==> src/rtl/multi_sample_fetcher_if.sv <==
// Memory read-port bundle between the sample fetcher (master) and the DDR3 read bridge (slave).
interface multi_sample_fetcher_if #(
  parameter int unsigned ADDR_W = 29,
  parameter int unsigned DATA_W = 64
) ();
  logic [DATA_W-1:0] mem_data;
  logic              mem_ack;
  logic              mem_wait;
  logic [ADDR_W-1:0] mem_addr;
  logic              mem_read_en;

  modport master (
    input  mem_data, mem_ack, mem_wait,
    output mem_addr, mem_read_en
  );

  modport slave (
    output mem_data, mem_ack, mem_wait,
    input  mem_addr, mem_read_en
  );
endinterface

==> src/rtl/multi_sample_fetcher.sv <==
// Round-robin DDR3 chunk fetcher serving CHANNELS sample streams with one read outstanding.
// Stream replay (loop port) is built only when SAMPLE_FETCHER_LOOP_EN is defined.
module multi_sample_fetcher #(
  parameter int unsigned CHANNELS    = 4,
  parameter int unsigned CHUNKS_LOG2 = 6,
  parameter int unsigned ADDR_W      = 29,
  parameter int unsigned DATA_W      = 64
) (
  input  logic                       clock,
  input  logic                       reset,
  multi_sample_fetcher_if.master     mem,
  output logic [CHANNELS*DATA_W-1:0] chunk,
  output logic [CHANNELS-1:0]        chunk_valid,
  input  logic [CHANNELS-1:0]        chunk_ack,
  input  logic [CHANNELS*ADDR_W-1:0] base,
  input  logic [CHANNELS-1:0]        base_valid,
`ifdef SAMPLE_FETCHER_LOOP_EN
  input  logic [CHANNELS-1:0]        loop,
`endif
  output logic [CHANNELS-1:0]        base_ack
);

  localparam int unsigned PTR_W = (CHANNELS > 1) ? $clog2(CHANNELS) : 1;

  typedef enum logic [1:0] {
    S_IDLE,
    S_REQ,
    S_READ_WAIT
  } state_t;

  state_t                 r_state;
  logic [PTR_W-1:0]       r_gnt;
  logic [PTR_W-1:0]       r_rr_ptr;
  logic [ADDR_W-1:0]      r_addr       [CHANNELS];
  logic [CHUNKS_LOG2-1:0] r_chunk_addr [CHANNELS];
  logic [CHANNELS-1:0]    r_addr_valid;

  logic [CHANNELS-1:0]    w_eligible;
  logic                   w_found;
  logic [PTR_W-1:0]       w_pick;
  logic [PTR_W-1:0]       w_idx;
  logic [ADDR_W-1:0]      w_req_addr;
  logic [PTR_W-1:0]       w_rr_next;
  logic                   w_last;
  logic                   w_replay;

  assign base_ack   = base_valid & ~r_addr_valid & {CHANNELS{~reset}};
  assign w_eligible = r_addr_valid & ~chunk_valid;

  // First eligible channel at or after the round-robin pointer, searching cyclically.
  always_comb begin
    w_found = 1'b0;
    w_pick  = '0;
    w_idx   = '0;
    for (int unsigned k = 0; k < CHANNELS; k++) begin
      w_idx = PTR_W'((32'(r_rr_ptr) + k) % CHANNELS);
      if (!w_found && w_eligible[w_idx]) begin
        w_found = 1'b1;
        w_pick  = w_idx;
      end
    end
  end

  assign w_req_addr = r_addr[w_pick] + ADDR_W'(r_chunk_addr[w_pick]);
  assign w_rr_next  = PTR_W'((32'(w_pick) + 32'd1) % CHANNELS);
  assign w_last     = &r_chunk_addr[r_gnt];

`ifdef SAMPLE_FETCHER_LOOP_EN
  assign w_replay = loop[r_gnt];
`else
  assign w_replay = 1'b0;
`endif

  always_ff @(posedge clock or posedge reset) begin
    if (reset) begin
      r_state         <= S_IDLE;
      r_gnt           <= '0;
      r_rr_ptr        <= '0;
      r_addr_valid    <= '0;
      chunk           <= '0;
      chunk_valid     <= '0;
      mem.mem_addr    <= '0;
      mem.mem_read_en <= 1'b0;
      for (int i = 0; i < CHANNELS; i++) begin
        r_addr[i]       <= '0;
        r_chunk_addr[i] <= '0;
      end
    end else begin
      // Base acceptance and consumer handshake; a granted channel never sees either.
      for (int i = 0; i < CHANNELS; i++) begin
        if (base_ack[i]) begin
          r_addr[i]       <= base[i*ADDR_W +: ADDR_W];
          r_addr_valid[i] <= 1'b1;
          r_chunk_addr[i] <= '0;
        end
        if (chunk_ack[i] && chunk_valid[i]) begin
          chunk_valid[i] <= 1'b0;
        end
      end

      case (r_state)
        S_IDLE: begin
          if (w_found) begin
            r_gnt           <= w_pick;
            r_rr_ptr        <= w_rr_next;
            mem.mem_addr    <= w_req_addr;
            mem.mem_read_en <= 1'b1;
            r_state         <= S_REQ;
          end
        end
        S_REQ: begin
          if (!mem.mem_wait) begin
            mem.mem_read_en <= 1'b0;
            r_state         <= S_READ_WAIT;
          end
        end
        S_READ_WAIT: begin
          if (mem.mem_ack) begin
            chunk[32'(r_gnt)*DATA_W +: DATA_W] <= mem.mem_data;
            chunk_valid[r_gnt]                 <= 1'b1;
            r_chunk_addr[r_gnt]                <= r_chunk_addr[r_gnt] + CHUNKS_LOG2'(1);
            if (w_last && !w_replay) begin
              r_addr_valid[r_gnt] <= 1'b0;
            end
            r_state <= S_IDLE;
          end
        end
        default: r_state <= S_IDLE;
      endcase
    end
  end

endmodule

==> src/flat_wrapper.sv <==
// flat-port wrapper written by rule: the top's interface ports become plain ports
module multi_sample_fetcher_flat 
#(
  parameter int unsigned CHANNELS    = 4,
  parameter int unsigned CHUNKS_LOG2 = 6,
  parameter int unsigned ADDR_W      = 29,
  parameter int unsigned DATA_W      = 64
)
  (clock, reset, chunk, chunk_valid, chunk_ack, base, base_valid, base_ack, mem_mem_data, mem_mem_ack, mem_mem_wait, mem_mem_addr, mem_mem_read_en);
  multi_sample_fetcher_if #(.ADDR_W(ADDR_W), .DATA_W(DATA_W)) mem_i ();
  input  logic clock;
  input  logic reset;
  output logic [CHANNELS*DATA_W-1:0] chunk;
  output logic [CHANNELS-1:0] chunk_valid;
  input  logic [CHANNELS-1:0] chunk_ack;
  input  logic [CHANNELS*ADDR_W-1:0] base;
  input  logic [CHANNELS-1:0] base_valid;
  output logic [CHANNELS-1:0] base_ack;
  input wire logic [$bits(mem_i.mem_data)-1:0] mem_mem_data;
  input wire logic [$bits(mem_i.mem_ack)-1:0] mem_mem_ack;
  input wire logic [$bits(mem_i.mem_wait)-1:0] mem_mem_wait;
  output wire logic [$bits(mem_i.mem_addr)-1:0] mem_mem_addr;
  output wire logic [$bits(mem_i.mem_read_en)-1:0] mem_mem_read_en;
  assign mem_i.mem_data = mem_mem_data;
  assign mem_i.mem_ack = mem_mem_ack;
  assign mem_i.mem_wait = mem_mem_wait;
  assign mem_mem_addr = mem_i.mem_addr;
  assign mem_mem_read_en = mem_i.mem_read_en;
  multi_sample_fetcher #(.CHANNELS(CHANNELS), .CHUNKS_LOG2(CHUNKS_LOG2), .ADDR_W(ADDR_W), .DATA_W(DATA_W)) u_core (.clock(clock), .reset(reset), .mem(mem_i), .chunk(chunk), .chunk_valid(chunk_valid), .chunk_ack(chunk_ack), .base(base), .base_valid(base_valid), .base_ack(base_ack));
endmodule
==> config.mk <==
export PLATFORM = sky130hd
export DESIGN_NAME = multi_sample_fetcher_flat
export DESIGN_NICKNAME = d
export VERILOG_FILES = /design/src/rtl/multi_sample_fetcher_if.sv /design/src/rtl/multi_sample_fetcher.sv /design/src/flat_wrapper.sv
export SDC_FILE = /design/constraint.sdc
export NUM_CORES = 1
export LEC_CHECK = 0
export CORE_MARGIN = 4
export CORE_UTILIZATION = 54
export DETAILED_ROUTE_END_ITERATION = 7
export PLACE_DENSITY = 0.95
export SLEW_MARGIN = 40
export SYNTH_ARGS = -nofsm -noshare
export SYNTH_HDL_FRONTEND = slang
export SYNTH_SLANG_ARGS = --single-unit
==> constraint.sdc <==
create_clock -name clock -period 24.9 [get_ports clock]
set_input_delay 6.225 -clock clock [delete_from_list [all_inputs] [get_ports clock]]
set_output_delay 6.225 -clock clock [all_outputs]
set_load 0.02 [all_outputs]
==> run metrics, run 1 <==
initial core utilization 0.550; crit path kind input port to primary output; die area 0.0395 mm2; EDFF count, synth 0; CP Launch Point reset; Seq cells post-synth 440; dpl ws 9.78 ns; worst r2r src u_core.chunk_valid[0]; Crit. End Element primary output; hold buffer count at cts 0; first-pass GRT wire length 117000 um; CTS root buf clkbuf_16; synth top area cells dfrtp_1 (56%), nand2_1 (20%), o21ai_0 (8.2%); synthesized instance count 2308; maximum vdd drop 0.000103 V; antenna-violating nets left 0; Core ar. 0.0357 mm2; top cell type's share of synthesized area 0.560; via/cell ratio 6.16; Final Slew Violations 0; leakage 11.6 nW; minimum clock period 15.16 ns; post-synthesis sequential area ratio 0.560; YS warnings 0; worst-path fanout max 93; nets 2928; max cap viols 0; HPWL after detailed placement 49600 um; layout cell share with drive strength beyond 1 0.0530; die outline width 199 um; post-synth cell types 61; Syn-to-layout area delta 34.8%; GRT overflow 0; # H-tree levels 2; worst min path class flop to flop; num ports 486; maximum root-to-sink buffer count 3; Post CTS Setup Buffer Count 0; final wirelength 77200 um; Commonest cells post-synth nand2_1 (1023), dfrtp_1 (440), o21ai_0 (322); Final WS setup 9.74 ns; clk_skew 0.0364 ns; CTS Buf Count 46; R2R setup slack 19.24 ns; Avg Cell Area, Syn 8.52 um2; unrepaired setup endpoints after global routing no; Fin. Hold Viols 0; outcome completed; Die Y-Extent 199 um; vias in the first global route 20226; DRC 0; required time at the worst-slack endpoint 18.67 ns; GPL Wtd Cong 0.952; Max Freq 0.0660 GHz; Global Route Usage Sum 0.379; Power, Total 3.35 mW; CTS tree yes; input/output buffers 485; total number of vias 19900; # rows 69; hold path startpoint u_core.r_addr[83]; cts repair resizes 0; R2R cell count 17; critical path arrival 8.93 ns; clk sinks 440; Worst Tran Pin Value 0.907 ns; CTS clk-pin slew, worst paths 0.06 ns; PwrDens 127 mW/mm2; synthesized area 0.0197 mm2; hold_ws 0.474 ns; initial antenna violation count 13; Final TNS setup 0 ns; Syn Nets 2516; Clock Latency Late Sink 0.60 ns; Hold Crit Depth 2; largest net degree at the start of global routing 113; Startpoint Class input port; most common cell in the netlist nand2_1; Min-Delay Endpoint u_core.r_addr[83]; prevailing post-synth register cell dfrtp_1; Slew HR 0.395; final setup fails 0; cell taking the most area after synthesis dfrtp_1; router iterations before antenna repair 7; number of DRC markers in iteration 0 2337; wire per inst 23.9 um; Async SR Flop Fraction 1.00; Reg-to-Reg End u_core.mem.mem_addr[26]; Final Cycle Share 0.609
==> area by class of cell <==
class,count,area [um2]
multi-input cells,1700,8060
clock inverters,23,319
diodes,13,32.5
well taps,461,577
flip-flops and latches,440,11000
fillers,2220,9250
inverters,13,56.3
repair buffers,519,5160
clock buffers,61,1280
==> how the worst max path moves through the flow <==
stage / to / slack, ns / cells after the start
after floorplan: base_ack[0] / 5.55 / 4
after global placement: base_ack[3] / 9.84 / 7
after detailed placement: base_ack[3] / 9.78 / 7
after CTS: base_ack[3] / 9.77 / 7
after global routing: base_ack[2] / 9.61 / 7
final: base_ack[3] / 9.74 / 7
==> report_power, final <==
| part | switching [mW] | total (mW) | leakage, nW | internal (mW) |
|---|---|---|---|---|
| sequential | 0.157 | 1.07 | 5.88 | 0.916 |
| combinational | 0.961 | 1.54 | 4.89 | 0.581 |
| clock | 0.302 | 0.737 | 0.790 | 0.435 |
==> critical path, cell delays in order <==
cell	delay, ns
clkdlybuf4s50_1	0.51
inv_8	0.47
nand3b_1	0.15
buf_4	0.31
inv_1	0.10
buf_4	0.34
clkdlybuf4s50_1	0.69
==> sequential cells by signal, summed over array words and instances, names as in the netlist <==
name and cells:
u_core.r_addr_valid 4, u_core.chunk_valid 4, u_core.r_gnt 2, u_core.r_addr 116, u_core.r_rr_ptr 2, u_core.r_chunk_addr 24, u_core.mem.mem_read_en 1, u_core.r_state 2
u_core.mem.mem_addr 29, u_core.chunk 256
==> kinds of logic after synthesis <==
family | Yosys count | synth area share
simple gates | 1193 | 0.244
xor+xnor | 24 | 0.0107
flops | 440 | 0.560
compound gates | 456 | 0.132
mux | 11 | 0.00961
fa+ha+maj | 16 | 0.0106
buf+inv | 168 | 0.0332
==> routing by layer <==
layer	track usage	share of wire
met1	0.451	0.33
met2	0.590	0.45
met3	0.144	0.14
met4	0.224	0.075
met5	0	0.00014
==> cell usage in the layout, fill, tap and decap left out, types with 4 or more instances in the layout <==
master	count
a21boi_0	5
nor2b_1	6
clkbuf_1	9
a211oi_1	12
bufinv_16	7
nand3b_1	5
nand3_1	43
nand2_4	4
buf_6	9
o211ai_1	8
a21oi_1	21
clkdlybuf4s50_1	485
nand4_1	15
and3_1	33
a311oi_1	11
a31oi_1	27
xor2_1	10
nor3_1	8
dfrtp_1	440
o2111ai_1	5
or3_1	4
clkinv_2	12
mux4_2	6
clkbuf_16	47
a21o_1	7
a31o_2	6
a22oi_1	6
inv_1	12
a32oi_1	5
o21ai_0	322
clkbuf_8	5
xnor2_1	14
buf_4	24
nand2_1	1018
nor2_1	28
ha_1	15
nor4_1	5
diode_2	13
==> per-stage QoR <==
stage          cells   util  area [um2]
2_1_floorplan   2308      -       19700
3_3_place_gp    3132  0.694       24800
3_5_place_dp    3132  0.695       24800
4_1_cts         3216  0.739       26400
5_1_grt         3229  0.741       26500
6_report        3230  0.741       26500
Note: power is estimated with default switching activity, not from simulation.
==> run 2, diff against run 1 <==
- CORE_UTILIZATION: 54 -> 50
- PLACE_DENSITY: 0.95 -> 0.91
- clock period: 24.9 -> 15.69 ns (I/O delays scaled with it)
==> run metrics, run 2 (synthesized netlist as in run 1, its figures left out) <==
Final TNS setup 0 ns (unchanged); Post CTS Setup Buffer Count 0 (unchanged); # H-tree levels 2 (unchanged); required time at the worst-slack endpoint 11.77 ns (-6.90 ns); clk_skew 0.0127 ns (-0.0237 ns); vias in the first global route 19287 (-4.6%); Clock Latency Late Sink 0.60 ns (about the same); Hold Crit Depth 2 (unchanged); clk sinks 440 (unchanged); Startpoint Class input port; R2R cell count 17 (unchanged); worst-path fanout max 99 (+6.5%); via/cell ratio 5.89 (-4.3%); Power, Total 5.30 mW (+58%); Inst Count DP 3186 (+1.7%); GPL Wtd Cong 0.970 (+1.9%); Largest Register u_core.chunk; Layout Cells excl Fill 3284 (+1.7%); input/output buffers 485 (unchanged); crit path cell chain clkdlybuf4s50_1 -> inv_8 -> nand3b_1 -> buf_4 -> inv_2 -> clkdlybuf4s50_1; router iterations before antenna repair 6 (-1); # rows 72 (+4.3%); largest net degree at the start of global routing 109 (-3.5%); Fin. Hold Viols 0 (unchanged); critical path arrival 6.77 ns (-2.16 ns); die outline width 206 um (+3.8%); initial core utilization 0.507 (-0.0425); unrepaired setup endpoints after global routing no; die area 0.0426 mm2 (+7.7%); HPWL after detailed placement 50000 um (+0.92%); DRC 0 (unchanged); hold buffer count at cts 0 (unchanged); antenna-violating nets left 0 (unchanged); outcome completed; GRT overflow 0 (unchanged); Fill cells 2738 (+23%); max reg flops 256 (unchanged); Reg-to-Reg End u_core.mem.mem_addr[26]; final setup fails 0 (unchanged); Syn-to-layout area delta 35.1%; Max Freq 0.0936 GHz; CTS clk-pin slew, worst paths 0.06 ns (about the same); commonest non-fill, non-tap cells in the layout nand2_1 (1018), clkdlybuf4s50_1 (485), dfrtp_1 (440), o21ai_0 (322), clkbuf_16 (45); Global Route Usage Sum 0.343 (-0.0363); CTS tree yes; Core ar. 0.0387 mm2 (+8.4%); maximum root-to-sink buffer count 3 (unchanged); CTS Buf Count 45 (-2.2%); Crit. End Element primary output; Final Slew Violations 0 (unchanged); maximum vdd drop 0.000160 V (+56%); hold_ws 0.477 ns (+0.00268 ns); CP Launch Point reset; worst r2r src u_core.chunk_valid[0]; total number of vias 19353 (-2.7%); cts repair resizes 0 (unchanged); R2R setup slack 10.02 ns (-9.22 ns); Worst Tran Pin Value 0.893 ns (-0.0133 ns); number of DRC markers in iteration 0 2062 (-12%); hold path startpoint u_core.r_addr[89]; slowest stage delay, CP 0.72 ns (+0.03 ns); Final Cycle Share 0.681; minimum clock period 10.69 ns; commonest non-fill, non-tap cell in the layout nand2_1; final wirelength 74400 um (-3.6%); PwrDens 200 mW/mm2 (+58%); initial antenna violation count 13 (unchanged); layout cell share with drive strength beyond 1 0.0534 (+0.000421); Crit-path slowest cell clkdlybuf4s50_1; num ports 486 (unchanged); Top Family by Delay on Critical Path buffers and inverters; largest registers u_core.chunk (256), u_core.r_addr (116), u_core.mem.mem_addr (29); Min-Delay Endpoint u_core.r_addr[89]; crit path kind input port to primary output; fin area 0.0266 mm2 (+0.23%); Area after DPL 0.0249 mm2 (+0.21%); max cap viols 0 (unchanged); leakage 11.5 nW (-0.15%); worst min path class flop to flop; most used cell, CP clkdlybuf4s50_1; Die Y-Extent 206 um (+3.8%); nets 2924 (-0.14%); first-pass GRT wire length 113000 um (-2.8%); CTS root buf clkbuf_16; wire per inst 22.7 um (-5.1%); Slew HR 0.404 (+0.00888); CP bufs+invs 5 (-1)
[run 2: per-stage QoR]
stage | worst slack [ns] | utilization
2_1_floorplan | 0.943 | -
3_3_place_gp | 4.74 | 0.642
3_5_place_dp | 5.00 | 0.642
4_1_cts | 4.99 | 0.684
5_1_grt | 4.84 | 0.685
6_report | 5.00 | 0.685
[run 2: worst min-delay path, cell delays in order (launching register included)]
cell	delay (ns)
dfrtp_1	0.34
nand2_1	0.05
nand2_1	0.05
[run 2: worst max path at each step]
| stage | to | slack (ns) | cells past startpoint |
|---|---|---|---|
| floorplan | base_ack[0] | 0.94 | 4 |
| global placement | base_ack[2] | 4.74 | 6 |
| detailed placement | base_ack[2] | 5.00 | 6 |
| CTS | base_ack[2] | 4.99 | 6 |
| global route | base_ack[2] | 4.84 | 6 |
| finish | base_ack[2] | 5.00 | 6 |
[run 2: area by class of cell]
cell class	count	area, um2	area share
Sequential cell	440	11000	0.415
Multi-Input combinational cell	1700	8070	0.304
Timing Repair Buffer	516	5130	0.193
Clock buffer	60	1260	0.0475
Tap cell	518	648	0.0244
Clock inverter	24	352	0.0132
Inverter	13	56.3	0.00212
Antenna cell	13	32.5	0.00123
[run 2: metal layers]
layer / track usage / wire length (um) / vias up
met3: 0.115 / 9250 / 296
met5: 0 / 13 / -
met2: 0.529 / 34000 / 1271
li1: - / - / 8428
met1: 0.427 / 26400 / 9356
met4: 0.188 / 4780 / 2
[run 2: power by group]
part	internal (mW)	leakage, nW	total (mW)	switching [mW]
clock network	0.690	0.792	1.17	0.485
registers	1.45	5.88	1.70	0.242
logic	0.917	4.87	2.43	1.51
total	3.06	11.5	5.30	2.24
